[src/rtl/uart_packet_rx_pkg.sv]
// Shared definitions for the UART packet receiver: FSM encoding, sync marker,
// frame-format constants and the inter-byte timeout helper.
// Latency: n/a. Backpressure: n/a.
package uart_packet_rx_pkg;

    typedef enum logic [2:0] {
        HUNT    = 3'd0,
        LEN     = 3'd1,
        PAYLOAD = 3'd2,
        CSUM    = 3'd3,
        DRAIN   = 3'd4
    } state_t;

    localparam logic [7:0]  SYNC_BYTE_DEF = 8'hA5;
    localparam int unsigned MIN_LEN       = 1;
    localparam int unsigned MAX_LEN_LIMIT = 255;
    // One byte on the line is start + 8 data + stop.
    localparam int unsigned BITS_PER_BYTE = 10;

    function automatic logic [31:0] to_cycles(input int unsigned clk_hz,
                                              input int unsigned baud,
                                              input int unsigned nbytes);
        return 32'((clk_hz / baud) * BITS_PER_BYTE * nbytes);
    endfunction

endpackage

[src/rtl/uart_packet_rx_if.sv]
// Byte-in / packet-out bundle of the UART packet receiver, plus status pulses.
// Latency: n/a (wires only).
// Backpressure: m_ready stalls the packet stream; the rx side has none.
interface uart_packet_rx_if;
    logic [7:0] rx_data;
    logic       rx_valid;
    logic [7:0] m_data;
    logic       m_valid;
    logic       m_last;
    logic       m_ready;
    logic       frame_ok;
    logic       csum_err;
    logic       len_err;
    logic       timeout_err;
    logic       overrun;

    // Receiver side: consumes bytes, produces the packet stream and pulses.
    modport master (
        input  rx_data, rx_valid, m_ready,
        output m_data, m_valid, m_last,
        output frame_ok, csum_err, len_err, timeout_err, overrun
    );

    // Environment side: feeds bytes, sinks the packet stream.
    modport slave (
        output rx_data, rx_valid, m_ready,
        input  m_data, m_valid, m_last,
        input  frame_ok, csum_err, len_err, timeout_err, overrun
    );
endinterface

[src/rtl/uart_packet_rx_buf.sv]
// Payload store: DEPTH x 8 register array, one write port, one registered read port.
// Latency: read data appears the cycle after rd_en.
// Backpressure: none; rd_data holds while rd_en is low. Storage is not reset.
module uart_packet_rx_buf #(
    parameter int unsigned DEPTH = 16,
    parameter int unsigned AW    = (DEPTH > 1) ? $clog2(DEPTH) : 1
) (
    input  logic          clk,
    input  logic          reset,
    input  logic          wr_en,
    input  logic [AW-1:0] wr_addr,
    input  logic [7:0]    wr_data,
    input  logic          rd_en,
    input  logic [AW-1:0] rd_addr,
    output logic [7:0]    rd_data
);

    logic [7:0] mem [DEPTH];

    always_ff @(posedge clk) begin
        if (wr_en) begin
            mem[wr_addr] <= wr_data;
        end
    end

    always_ff @(posedge clk or posedge reset) begin
        if (reset) begin
            rd_data <= '0;
        end else if (rd_en) begin
            rd_data <= mem[rd_addr];
        end
    end

endmodule

[src/rtl/uart_packet_rx.sv]
// Frames a UART byte stream (SYNC, LEN, payload, CSUM), checks it and replays good payloads.
// Latency: frame_ok the cycle after CSUM; first m_valid one cycle later; 1 byte/cycle after.
// Backpressure: m_ready stalls the replay; bytes arriving while replaying are dropped (overrun).
// Ports: clk, reset (async, active high); bus.rx_data/rx_valid in; bus.m_data/m_valid/
//        m_last out with bus.m_ready in; bus.frame_ok/csum_err/len_err/timeout_err/overrun pulses.
module uart_packet_rx
    import uart_packet_rx_pkg::*;
#(
    parameter int unsigned INPUT_CLK     = 100_000_000,
    parameter int unsigned BAUD_RATE     = 115200,
    parameter int unsigned MAX_LEN       = 16,
    parameter logic [7:0]  SYNC_BYTE     = SYNC_BYTE_DEF,
    parameter int unsigned TIMEOUT_BYTES = 4
) (
    input logic             clk,
    input logic             reset,
    uart_packet_rx_if.master bus
);

    localparam int unsigned IDX_W     = $clog2(MAX_LEN + 1);
    localparam int unsigned BUF_AW    = (MAX_LEN > 1) ? $clog2(MAX_LEN) : 1;
    localparam logic [31:0] TO_CYCLES = to_cycles(INPUT_CLK, BAUD_RATE, TIMEOUT_BYTES);
    localparam logic [7:0]  MAX_LEN_B = 8'((MAX_LEN > MAX_LEN_LIMIT) ? MAX_LEN_LIMIT : MAX_LEN);
    localparam logic [7:0]  MIN_LEN_B = 8'(MIN_LEN);

    state_t            state, state_nxt;
    logic              rx_valid_d;
    logic              byte_stb;
    logic [7:0]        len;
    logic [7:0]        sum;
    logic [7:0]        sum_fin;
    logic [IDX_W-1:0]  idx;
    logic [IDX_W-1:0]  rd_idx;
    logic [31:0]       to_cnt;
    logic              to_active;
    logic              to_hit;
    logic              m_valid_q, m_valid_nxt;
    logic              hs;
    logic              last_byte;
    logic              frame_ok_q, csum_err_q, len_err_q, timeout_err_q, overrun_q;
    logic              frame_ok_nxt, csum_err_nxt, len_err_nxt, timeout_err_nxt, overrun_nxt;
    logic              wr_en;
    logic              rd_en;
    logic [BUF_AW-1:0] rd_addr;
    logic [7:0]        rd_data;

    // rx_valid is a level; only its rising edge carries a new byte.
    assign byte_stb  = bus.rx_valid & ~rx_valid_d;
    assign sum_fin   = sum + bus.rx_data;
    assign to_active = state inside {LEN, PAYLOAD, CSUM};
    // Fires in the cycle where the counter would reach TO_CYCLES.
    assign to_hit    = to_active && (to_cnt == TO_CYCLES - 32'd1);
    assign hs        = m_valid_q & bus.m_ready;
    assign last_byte = (8'(rd_idx) == len - 8'd1);

    always_comb begin
        state_nxt       = state;
        frame_ok_nxt    = 1'b0;
        csum_err_nxt    = 1'b0;
        len_err_nxt     = 1'b0;
        timeout_err_nxt = 1'b0;
        overrun_nxt     = 1'b0;
        m_valid_nxt     = 1'b0;
        case (state)
            HUNT: begin
                if (byte_stb && bus.rx_data == SYNC_BYTE) begin
                    state_nxt = LEN;
                end
            end
            LEN: begin
                if (byte_stb) begin
                    if (bus.rx_data < MIN_LEN_B || bus.rx_data > MAX_LEN_B) begin
                        len_err_nxt = 1'b1;
                        state_nxt   = HUNT;
                    end else begin
                        state_nxt = PAYLOAD;
                    end
                end else if (to_hit) begin
                    timeout_err_nxt = 1'b1;
                    state_nxt       = HUNT;
                end
            end
            PAYLOAD: begin
                // A SYNC value here is just data; no resync mid-frame.
                if (byte_stb) begin
                    if (8'(idx) == len - 8'd1) begin
                        state_nxt = CSUM;
                    end
                end else if (to_hit) begin
                    timeout_err_nxt = 1'b1;
                    state_nxt       = HUNT;
                end
            end
            CSUM: begin
                if (byte_stb) begin
                    if (sum_fin == 8'h00) begin
                        frame_ok_nxt = 1'b1;
                        state_nxt    = DRAIN;
                    end else begin
                        csum_err_nxt = 1'b1;
                        state_nxt    = HUNT;
                    end
                end else if (to_hit) begin
                    timeout_err_nxt = 1'b1;
                    state_nxt       = HUNT;
                end
            end
            DRAIN: begin
                // First DRAIN cycle waits for the buffer read of byte 0.
                overrun_nxt = byte_stb;
                m_valid_nxt = 1'b1;
                if (hs && last_byte) begin
                    m_valid_nxt = 1'b0;
                    state_nxt   = HUNT;
                end
            end
            default: state_nxt = HUNT;
        endcase
    end

    always_ff @(posedge clk or posedge reset) begin
        if (reset) begin
            state         <= HUNT;
            rx_valid_d    <= 1'b0;
            len           <= '0;
            sum           <= '0;
            idx           <= '0;
            rd_idx        <= '0;
            to_cnt        <= '0;
            m_valid_q     <= 1'b0;
            frame_ok_q    <= 1'b0;
            csum_err_q    <= 1'b0;
            len_err_q     <= 1'b0;
            timeout_err_q <= 1'b0;
            overrun_q     <= 1'b0;
        end else begin
            state         <= state_nxt;
            rx_valid_d    <= bus.rx_valid;
            m_valid_q     <= m_valid_nxt;
            frame_ok_q    <= frame_ok_nxt;
            csum_err_q    <= csum_err_nxt;
            len_err_q     <= len_err_nxt;
            timeout_err_q <= timeout_err_nxt;
            overrun_q     <= overrun_nxt;

            // A byte in the hit cycle wins: the strobe clears the counter.
            if (!to_active || byte_stb) begin
                to_cnt <= '0;
            end else begin
                to_cnt <= to_cnt + 32'd1;
            end

            case (state)
                LEN: begin
                    if (byte_stb) begin
                        len <= bus.rx_data;
                        sum <= bus.rx_data;
                        idx <= '0;
                    end
                end
                PAYLOAD: begin
                    if (byte_stb) begin
                        sum <= sum_fin;
                        idx <= idx + IDX_W'(1);
                    end
                end
                CSUM: begin
                    if (byte_stb) begin
                        rd_idx <= '0;
                    end
                end
                DRAIN: begin
                    if (hs) begin
                        rd_idx <= rd_idx + IDX_W'(1);
                    end
                end
                default: ;
            endcase
        end
    end

    // Byte 0 is fetched while the checksum is accepted; each handshake fetches
    // the next one, so the read register always holds the byte on offer.
    assign wr_en   = (state == PAYLOAD) && byte_stb;
    assign rd_en   = ((state == CSUM) && byte_stb && sum_fin == 8'h00) || (hs && !last_byte);
    assign rd_addr = (state == CSUM) ? '0 : rd_idx[BUF_AW-1:0] + BUF_AW'(1);

    uart_packet_rx_buf #(
        .DEPTH (MAX_LEN),
        .AW    (BUF_AW)
    ) u_buf (
        .clk     (clk),
        .reset   (reset),
        .wr_en   (wr_en),
        .wr_addr (idx[BUF_AW-1:0]),
        .wr_data (bus.rx_data),
        .rd_en   (rd_en),
        .rd_addr (rd_addr),
        .rd_data (rd_data)
    );

    assign bus.m_data      = rd_data;
    assign bus.m_valid     = m_valid_q;
    assign bus.m_last      = m_valid_q & last_byte;
    assign bus.frame_ok    = frame_ok_q;
    assign bus.csum_err    = csum_err_q;
    assign bus.len_err     = len_err_q;
    assign bus.timeout_err = timeout_err_q;
    assign bus.overrun     = overrun_q;

endmodule
[src/flat_wrapper.sv]
// flat-port wrapper written by rule: the top's interface ports become plain ports
module uart_packet_rx_flat import uart_packet_rx_pkg::*;
#(
    parameter int unsigned INPUT_CLK     = 100_000_000,
    parameter int unsigned BAUD_RATE     = 115200,
    parameter int unsigned MAX_LEN       = 16,
    parameter logic [7:0]  SYNC_BYTE     = SYNC_BYTE_DEF,
    parameter int unsigned TIMEOUT_BYTES = 4
)
  (clk, reset, bus_rx_data, bus_rx_valid, bus_m_ready, bus_m_data, bus_m_valid, bus_m_last, bus_frame_ok, bus_csum_err, bus_len_err, bus_timeout_err, bus_overrun);
  uart_packet_rx_if bus_i ();
  input logic clk;
  input logic reset;
  input wire logic [$bits(bus_i.rx_data)-1:0] bus_rx_data;
  input wire logic [$bits(bus_i.rx_valid)-1:0] bus_rx_valid;
  input wire logic [$bits(bus_i.m_ready)-1:0] bus_m_ready;
  output wire logic [$bits(bus_i.m_data)-1:0] bus_m_data;
  output wire logic [$bits(bus_i.m_valid)-1:0] bus_m_valid;
  output wire logic [$bits(bus_i.m_last)-1:0] bus_m_last;
  output wire logic [$bits(bus_i.frame_ok)-1:0] bus_frame_ok;
  output wire logic [$bits(bus_i.csum_err)-1:0] bus_csum_err;
  output wire logic [$bits(bus_i.len_err)-1:0] bus_len_err;
  output wire logic [$bits(bus_i.timeout_err)-1:0] bus_timeout_err;
  output wire logic [$bits(bus_i.overrun)-1:0] bus_overrun;
  assign bus_i.rx_data = bus_rx_data;
  assign bus_i.rx_valid = bus_rx_valid;
  assign bus_i.m_ready = bus_m_ready;
  assign bus_m_data = bus_i.m_data;
  assign bus_m_valid = bus_i.m_valid;
  assign bus_m_last = bus_i.m_last;
  assign bus_frame_ok = bus_i.frame_ok;
  assign bus_csum_err = bus_i.csum_err;
  assign bus_len_err = bus_i.len_err;
  assign bus_timeout_err = bus_i.timeout_err;
  assign bus_overrun = bus_i.overrun;
  uart_packet_rx #(.INPUT_CLK(INPUT_CLK), .BAUD_RATE(BAUD_RATE), .MAX_LEN(MAX_LEN), .SYNC_BYTE(SYNC_BYTE), .TIMEOUT_BYTES(TIMEOUT_BYTES)) u_core (.clk(clk), .reset(reset), .bus(bus_i));
endmodule
[config.mk]
export PLATFORM = sky130hd
export DESIGN_NAME = uart_packet_rx_flat
export DESIGN_NICKNAME = d
export VERILOG_FILES = /design/src/rtl/uart_packet_rx_pkg.sv /design/src/rtl/uart_packet_rx_if.sv /design/src/rtl/uart_packet_rx_buf.sv /design/src/rtl/uart_packet_rx.sv /design/src/flat_wrapper.sv
export SDC_FILE = /design/constraint.sdc
export NUM_CORES = 1
export LEC_CHECK = 0
export BUFFER_PORTS_ARGS = -buffer_cell sky130_fd_sc_hd__buf_2
export CORE_UTILIZATION = 50
export DETAILED_ROUTE_END_ITERATION = 10
export PLACE_DENSITY = 0.66
export SYNTH_ARGS = -nofsm -noshare
export SYNTH_HDL_FRONTEND = slang
export SYNTH_HIERARCHICAL = 1
export SYNTH_SLANG_ARGS = --single-unit
[constraint.sdc]
create_clock -name clk -period 3.3 [get_ports clk]
set_input_delay 0.33 -clock clk [delete_from_list [all_inputs] [get_ports clk]]
set_output_delay 0.33 -clock clk [all_outputs]
set_load 0.01 [all_outputs]
==> flow_metrics.tcl, run 1 <==
set metrics [dict create \
    slowest_delay_ns 0.46 \
    synth-simple-area-share_pct 12.7 \
    drc 0 \
    maxCapViolCount 0 \
    finalCritPeriodShare_pct 91.1 \
    rows 48 \
    cp_data_required_time_ns 2.97 \
    synth_fp_nets 665 \
    path_cells "inv_1 > ha_1 > nor3b_1 > xor2_1 > xnor2_1 > nand3_1 > nor2_1 > and2_1 > buf_2" \
    cts_setup_buffers 0 \
    place_congestion 0.893 \
    synth_adder_area_share_pct 1.74 \
    clock_sinks 204 \
    dr_total_vias 5588 \
    pre_cts_slack_ns 0.265 \
    synthMuxAreaShare_pct 9.20 \
    dieArea_sq_um 18700 \
    layout_common_cells "edfxtp_1, nor2_1, dfrtp_1, nand2_1, buf_4" \
    area_growth_pct 14.4 \
    worstPathArrival_ns 2.68 \
    wirelength_um 19300 \
    outcome "finished, final reports clean" \
    fmax_ghz 0.332 \
    grt_pass1_vias 5647 \
    hold_viol_final 0 \
    critPathKind "reg2out" \
    synth_top_family_by_area "simple AND/OR/NAND/NOR gates" \
    synth_warnings 6 \
    tns_ns 0 \
    drv_slew 0 \
    synth_top_area_share_pct 42.4 \
    worst_slew_pin_slew_ns 1.01 \
    clk_pin_slew_ns 0.06 \
    postRouteAntennaNets 0 \
    syn_inst 641 \
    path_max_fanout 5 \
    num_antenna_cells 0 \
    cts_inserted_buffers 22 \
    crit_slowest_cell "dfrtp_1" \
    relSlewSlack_pct 32.5 \
    wl_per_cell_um 20.4 \
    cellPowerDensity_nw_per_um2 633 \
    grt_max_degree 41 \
    yosys_most_used_dff "edfxtp_1" \
    drtIter0Drc 408 \
    ir_drop_mv 0.544 \
    synth_area_leaders "edfxtp_1, dfrtp_1, mux4_2" \
    startpoint_type "flop" \
    ys_seq_elements 204 \
    cts_tree "done" \
    track_usage_pct 22.0 \
    grt_pass1_wl_um 31200 \
    synthDistinctLibCells 58 \
    grt.overflow.total 0 \
    period_minus_slack_ns 3.01 \
    setup_ws_ns 0.292 \
    cts-htree-levels 1 \
    syn_avg_cell_area_sq_um 14.1 \
    synth_xor_area_share_pct 4.93 \
    synth_compound_area_share_pct 5.75 \
    dieWidth_um 137 \
    hold_path.class "in2reg" \
    setup_viol 0 \
    synth_edf_count 128 \
    syn_area_sq_um 9060 \
    synth-seq-area-share_pct 63.4 \
    async_reset_ff_share_pct 37.3 \
    yosys.area.top_type "edfxtp_1" \
    firstDrtPassIters 5 \
    core_sq_um 17500 \
    port_buffers 26 \
    dieHeight_um 137 \
    root_buffer "clkbuf_16" \
    io_pins 27 \
    drive_above_1_share_pct 20.0 \
    endpoint_kind "primary output" \
    worstSkewPairLatency_ns 0.50 \
    start_util_pct 51.8 \
    p_leak_nw 3.90 \
    hpwlAfterDp_um 13000 \
    skew_ns 0.00955 \
    rsz0062_at_grt "no" \
    clk_path_buf_depth 3 \
    path_buf_inv 2 \
    viasPerCell 5.91 \
    mostFrequentLayoutCell "edfxtp_1" \
    fin_nets 729 \
    path_delay_family "simple AND/OR/NAND/NOR gates" \
    grt_antenna_before_repair 0 \
]
[through the flow]
stage	hold WS, ns	instance area (sq um)	utilization [%]	total power, mW	instances
floorplan	0.146	9060	-	3.77	641
detailed placement	0.324	9570	54.8	4.04	904
global placement	0.322	9570	54.8	4.02	904
CTS	0.197	10400	59.3	6.63	946
finish	0.206	10400	59.3	6.56	946
global route	0.205	10400	59.3	6.81	946
[Yosys cell counts (all sizes together), types with 3 or more instances]
| cell type | count |
|---|---|
| a21oi | 6 |
| a221oi | 9 |
| a31oi | 3 |
| and2 | 4 |
| and3 | 9 |
| buf | 17 |
| clkbuf | 5 |
| dfrtp | 76 |
| edfxtp | 128 |
| ha | 11 |
| inv | 7 |
| mux2i | 9 |
| mux4 | 32 |
| nand2 | 46 |
| nand2b | 6 |
| nand3 | 25 |
| nand4 | 11 |
| nor2 | 83 |
| nor2b | 5 |
| nor3 | 15 |
| nor4 | 9 |
| nor4b | 4 |
| o21ai | 25 |
| o22ai | 14 |
| o31ai | 6 |
| or3 | 3 |
| xnor2 | 19 |
| xor2 | 32 |
[logic make-up after synthesis]
kind of cell | after synthesis
AOI/OAI and AO/OA | 72
DFF | 204
muxes | 41
adders and majority gates | 12
xor gates and xnor gates | 51
buffers and inverters | 30
and+or+nand+nor | 231
[sequential cells by signal, indices dropped and copies added, names as in the netlist]
| register | flops |
|---|---|
| u_core/bus.len_err | 1 |
| u_core/idx | 5 |
| u_core/to_cnt | 32 |
| u_core/rd_idx | 5 |
| u_core/bus.overrun | 1 |
| u_core/u_buf/mem | 128 |
| u_core/bus.csum_err | 1 |
| u_core/bus.frame_ok | 1 |
| u_core/len | 8 |
| u_core/u_buf/rd_data | 8 |
| u_core/state | 3 |
| u_core/bus.m_valid | 1 |
| u_core/rx_valid_d | 1 |
| u_core/sum | 8 |
| u_core/bus.timeout_err | 1 |
[path summary, 6_finish.rpt]
check	from	endpoint	slack (ns)	cells past startpoint
max in group asynchronous	reset	u_core/to_cnt[15]	1.96	4
hold reg to reg	u_core/to_cnt[0]	u_core/to_cnt[0]	0.49	1
setup / recovery	u_core/len[0]	bus_m_last	0.29	9
setup reg to reg	u_core/sum[0]	u_core/u_buf/rd_data[3]	0.33	9
hold / removal	bus_rx_data[1]	u_core/u_buf/mem[7][1]	0.21	1
min in group asynchronous	reset	u_core/u_buf/rd_data[3]	0.37	3
[layer usage]
layer / global-route usage, % / part of all wire [%]
met1: 31.1 / 45
met5: 0 / 0
met4: 5.37 / 1.6
met2: 36.1 / 49
met3: 2.89 / 5.0
[final cells by class]
type,count,area [sq um]
multi-input combinational,407,3130
timing repair buffer,62,405
clock buffer,29,618
sequential,204,5750
tap,225,282
fill,1330,7120
clock inverter,11,153
inverter,8,30.0
[report_power, final]
part	leakage, nW	switching (mW)	internal, mW
registers	2.15	0.0550	2.79
clock network	0.373	0.957	1.63
logic	1.37	0.610	0.527
total	3.90	1.62	4.94
[timing repair]
item / in CTS / in global routing
gates resized for setup: 0 / 0
hold endpoints to repair: 9 / 0
hold buffers: 2 / 0
Note: power is estimated with default switching activity, not from simulation.
==> run 2, diff against run 1 <==
==> constraint.sdc (replaced) <==
create_clock -name clk -period 3 [get_ports clk]
set_input_delay 0.3 -clock clk [delete_from_list [all_inputs] [get_ports clk]]
set_output_delay 0.3 -clock clk [all_outputs]
set_load 0.01 [all_outputs]
==> flow_metrics.tcl, run 2 (synthesis gave the netlist of run 1 again) <==
set metrics [dict create \
    outcome "finished, final reports clean" \
    clk_path_buf_depth 3 \
    start_util_pct 51.8 \
    ir_drop_mv 0.422 \
    fmax_ghz 0.348 \
    finalCritPeriodShare_pct 95.8 \
    mostFrequentLayoutCell "edfxtp_1" \
    dieArea_sq_um 18700 \
    layout_common_cells "edfxtp_1, nor2_1, dfrtp_1, nand2_1, buf_4" \
    grt_pass1_vias 5549 \
    wirelength_um 19600 \
    clock_sinks 204 \
    use_met2_pct 36.1 \
    hpwlAfterDp_um 13200 \
    setup_ws_ns 0.126 \
    tns_ns 0 \
    core_sq_um 17500 \
    met1_usage_pct 30.8 \
    maxCapViolCount 0 \
    slowest_delay_ns 0.43 \
    hold_viol_final 0 \
    setup_viol 0 \
    hold_ws_ns 0.201 \
    combinationalPowerShare_pct 18.1 \
    r2r_start "u_core/sum[0]" \
    crit_start "u_core/len[0]" \
    rows 48 \
    viasPerCell 5.88 \
    drtIter0Drc 384 \
    cp_data_required_time_ns 2.70 \
    relSlewSlack_pct 29.8 \
    grt_antenna_before_repair 0 \
    pwr-share-clk_pct 37.6 \
    whs_path_depth 3 \
    path_max_fanout 5 \
    cts_inserted_buffers 22 \
    critPathKind "reg2out" \
    path_cells "inv_1 > ha_1 > nor3b_2 > xor2_1 > xnor2_1 > nand3_1 > nor2_2 > and2_1 > buf_2" \
    worstPathArrival_ns 2.57 \
    drive_above_1_share_pct 20.6 \
    largest_registers "u_core/u_buf/mem x128, u_core/to_cnt x32" \
    pre_cts_slack_ns 0.0592 \
    area_growth_pct 14.5 \
    postRouteAntennaNets 0 \
    period_minus_slack_ns 2.87 \
    p_leak_nw 3.90 \
    worstSkewPairLatency_ns 0.50 \
    use_met3_pct 3.48 \
    p_int_mw 5.28 \
    largest_reg_flops 128 \
    place_congestion 0.842 \
    track_usage_pct 22.4 \
    port_buffers 26 \
    grt_max_degree 33 \
    min_from "bus_m_ready" \
    clk_pin_slew_ns 0.06 \
    grt_pass1_wl_um 31000 \
    crit_slowest_cell "dfrtp_1" \
    worstHoldEndpoint "u_core/rd_idx[3]" \
    dieHeight_um 137 \
    r2r_slack_ns 0.19 \
    skew_ns 0.00940 \
    cts_tree "done" \
    cellPowerDensity_nw_per_um2 682 \
    endpoint_kind "primary output" \
    num_antenna_cells 0 \
    grt.overflow.total 0 \
    drc 0 \
    worst_slew_pin_slew_ns 1.05 \
    io_pins 27 \
    fin_nets 731 \
    rr_endpoint "u_core/u_buf/rd_data[0]" \
    p_seq_share_pct 44.3 \
    root_buffer "clkbuf_16" \
    p_sw_mw 1.80 \
    startpoint_type "flop" \
    dieWidth_um 137 \
    drv_slew 0 \
    dr_total_vias 5574 \
    sw_frac_of_total_pct 25.4 \
    hold_path.class "in2reg" \
    wl_per_cell_um 20.7 \
    regMostFlops "u_core/u_buf/mem" \
    busiest_layer "met2" \
    cts-htree-levels 1 \
    firstDrtPassIters 4 \
    reg2regPathDepth 11 \
]
[run 2: stage by stage]
| step | instances | total power, mW | util [%] | cell area, sq um |
|---|---|---|---|---|
| detailed placement | 905 | 4.47 | 54.9 | 9600 |
| global placement | 905 | 4.45 | 54.9 | 9600 |
| global route | 948 | 7.35 | 59.4 | 10400 |
| floorplan | 641 | 4.14 | - | 9060 |
| CTS | 947 | 7.15 | 59.2 | 10400 |
| finish | 948 | 7.08 | 59.4 | 10400 |
[run 2: worst max path at each step]
| stage | end | slack, ns | cells after the start |
|---|---|---|---|
| 2_1_floorplan | u_core/u_buf/rd_data[0] | 0.17 | 11 |
| 3_3_place_gp | u_core/u_buf/rd_data[7] | 0.20 | 11 |
| 3_5_place_dp | u_core/u_buf/rd_data[7] | 0.06 | 11 |
| 4_1_cts | bus_m_last | 0.05 | 9 |
| 5_1_grt | bus_m_last | -0.02 | 9 |
| 6_report | bus_m_last | 0.13 | 9 |
[run 2: worst max-delay path, delay by kind of cell, from the launching register on]
kind / cells / cell delay, ns
adder cells (fa/ha/maj): 1 / 0.26
XOR/XNOR: 2 / 0.42
flip-flops: 1 / 0.43
AND/OR/NAND/NOR: 4 / 0.74
buffers and inverters: 2 / 0.22
[run 2: repair_timing]
item                                   in CTS  in global routing
setup endpoints to repair                   0                  9
endpoints found under the hold margin      17                  0
buffers inserted                            0                  1
hold buffers                                2                  0
gates resized for setup                     0                  4
[run 2: per-layer routing]
metal | up-vias | wire (um)
li1 | 2553 | -
met1 | 2814 | 8520
met2 | 164 | 9300
met3 | 43 | 1200
met4 | 0 | 586
met5 | - | 0
[run 2: power groups by stage]
stage	registers (mW)	logic, mW	clock network, mW
2_1_floorplan	3.20	0.943	0
3_3_place_gp	3.18	1.26	0
3_5_place_dp	3.19	1.28	0
4_1_cts	3.13	1.29	2.73
5_1_grt	3.14	1.38	2.84
6_report	3.13	1.28	2.66
[run 2: layout make-up]
type | instances | area (sq um)
Fill cell | 1365 | 7100
Clock buffer | 29 | 617
Clock inverter | 11 | 114
Timing Repair Buffer | 64 | 449
Multi-Input combinational cell | 407 | 3140
Sequential cell | 204 | 5750
Tap cell | 225 | 282
Inverter | 8 | 30.0
==> run 3, diff against run 2 <==
==> constraint.sdc (replaced) <==
create_clock -name clk -period 3 [get_ports clk]
set_input_delay 0.6 -clock clk [delete_from_list [all_inputs] [get_ports clk]]
set_output_delay 0.6 -clock clk [all_outputs]
set_load 0.01 [all_outputs]
==> flow_metrics.tcl, run 3 (synthesis gave the netlist of run 1 again) <==
set metrics [dict create \
    outcome "finished, final reports clean" \
    dieArea_sq_um 18700 \
    rsz0062_at_grt "no" \
    rows 48 \
    path_cells "inv_1 > ha_4 > nor3b_4 > xor2_2 > xnor2_1 > nand3_2 > nor2_4 > and2_1 > buf_2" \
    core_sq_um 17500 \
    finish.utilization_pct 59.9 \
    setup_viol 0 \
    crit_slowest_cell "dfrtp_1" \
    pre_cts_slack_ns -0.145 \
    cts-htree-levels 1 \
    worstSkewPairLatency_ns 0.49 \
    period_minus_slack_ns 2.89 \
    start_util_pct 51.8 \
    path_max_fanout 5 \
    clock_sinks 204 \
    p_total_mw 6.97 \
    cp_data_required_time_ns 2.40 \
    tns_ns 0 \
    hold_viol_final 0 \
    hold_path.class "in2async" \
    worstPathArrival_ns 2.29 \
    dieWidth_um 137 \
    startpoint_type "flop" \
    grt_antenna_before_repair 0 \
    grt_max_degree 47 \
    firstDrtPassIters 5 \
    largest_reg_flops 128 \
    largest_registers "u_core/u_buf/mem x128, u_core/to_cnt x32" \
    regMostFlops "u_core/u_buf/mem" \
    critPathKind "reg2out" \
    root_buffer "clkbuf_16" \
    grt_pass1_vias 5536 \
    endpoint_kind "primary output" \
    worst_slew_pin_slew_ns 1.01 \
    io_pins 27 \
    area_growth_pct 15.5 \
    fin_nets 741 \
    num_antenna_cells 0 \
    clk_path_buf_depth 3 \
    clk_pin_slew_ns 0.06 \
    cts_tree "done" \
    layout_common_cells "edfxtp_1, nor2_1, dfrtp_1, nand2_1, buf_4" \
    skew_ns 0.00408 \
    track_usage_pct 22.3 \
    finalCritPeriodShare_pct 96.3 \
    grt_pass1_wl_um 31100 \
    relSlewSlack_pct 32.5 \
    wl_per_cell_um 20.6 \
    hpwlAfterDp_um 13000 \
    setup_ws_ns 0.110 \
    slowest_delay_ns 0.40 \
    ir_drop_mv 0.401 \
    dieHeight_um 137 \
    cts_inserted_buffers 21 \
    p_leak_nw 3.95 \
    drc 0 \
    fmax_ghz 0.346 \
    dr_total_vias 5602 \
    place_congestion 0.827 \
    viasPerCell 5.85 \
    postRouteAntennaNets 0 \
    wirelength_um 19800 \
    drv_slew 0 \
    grt.overflow.total 0 \
    mostFrequentLayoutCell "edfxtp_1" \
    port_buffers 26 \
    cellPowerDensity_nw_per_um2 666 \
    drtIter0Drc 423 \
    drive_above_1_share_pct 22.8 \
    maxCapViolCount 0 \
]
[run 3: cell types whose count changed in the layout (fill, tap and decap cells not counted), moves of 2 or more]
cell / delta
clkbuf_8: -2
clkinv_1: -4
buf_12: +2
buf_4: +11
clkinv_2: +2
dlygate4sd3_1: -2
clkbuf_1: +4
[run 3: through the flow]
stage | cells | hold WS (ns) | area, sq um
detailed placement | 914 | 0.475 | 9700
floorplan | 641 | 0.416 | 9060
finish | 957 | 0.0745 | 10500
CTS | 956 | 0.0607 | 10400
global placement | 914 | 0.477 | 9700
global route | 957 | 0.0977 | 10500
[run 3: repair_timing]
| action | 4_1_cts | 5_1_grt |
|---|---|---|
| hold buffers | 0 | 0 |
| gates cloned | 0 | 0 |
| setup endpoints to repair | 1 | 3 |
| gates resized for setup | 5 | 10 |
| pin swaps | 3 | 4 |
| setup buffers | 4 | 1 |
[run 3: per-layer routing]
layer,part of all wire (%),routed length [um],vias up,global-route usage (%)
li1,-,-,2578,-
met1,45,8800,2820,31.5
met2,48,9410,165,36.2
met3,5.3,1050,39,3.26
met4,2.6,506,0,6.54
met5,0,0,-,0
[run 3: power breakdown]
| group | total [mW] | internal, mW | leakage, nW | switching, mW |
|---|---|---|---|---|
| Sequential | 3.13 | 3.07 | 2.15 | 0.0612 |
| Combinational | 1.31 | 0.612 | 1.46 | 0.703 |
| Clock | 2.53 | 1.52 | 0.331 | 1.01 |
| Total | 6.97 | 5.20 | 3.95 | 1.78 |
[run 3: final timing paths]
| check | start | endpoint | slack, ns | cells past startpoint |
|---|---|---|---|---|
| setup / recovery | u_core/len[1] | bus_m_last | 0.11 | 9 |
| hold / removal | reset | u_core/u_buf/rd_data[3] | 0.07 | 2 |
| setup reg to reg | u_core/sum[0] | u_core/u_buf/rd_data[4] | 0.19 | 11 |
| hold reg to reg | u_core/to_cnt[0] | u_core/to_cnt[0] | 0.49 | 1 |
| max in group asynchronous | reset | u_core/to_cnt[9] | 2.18 | 3 |
| min in group clk | bus_rx_valid | u_core/rx_valid_d | 0.25 | 1 |
[run 3: area by class of cell]
type	instances	area (sq um)
clock buffer	30	579
inverter	8	30.0
fill	1336	7010
timing repair buffer	75	552
clock inverter	8	92.6
multi-input combinational	407	3180
sequential	204	5750
tap	225	282
[run 3: critical path, delay by kind of cell (launching register included)]
kind | cells | cell delay [ns]
XOR/XNOR | 2 | 0.34
AND/OR/NAND/NOR | 4 | 0.63
buffers and inverters | 2 | 0.23
adder cells (fa/ha/maj) | 1 | 0.18
flip-flops | 1 | 0.40
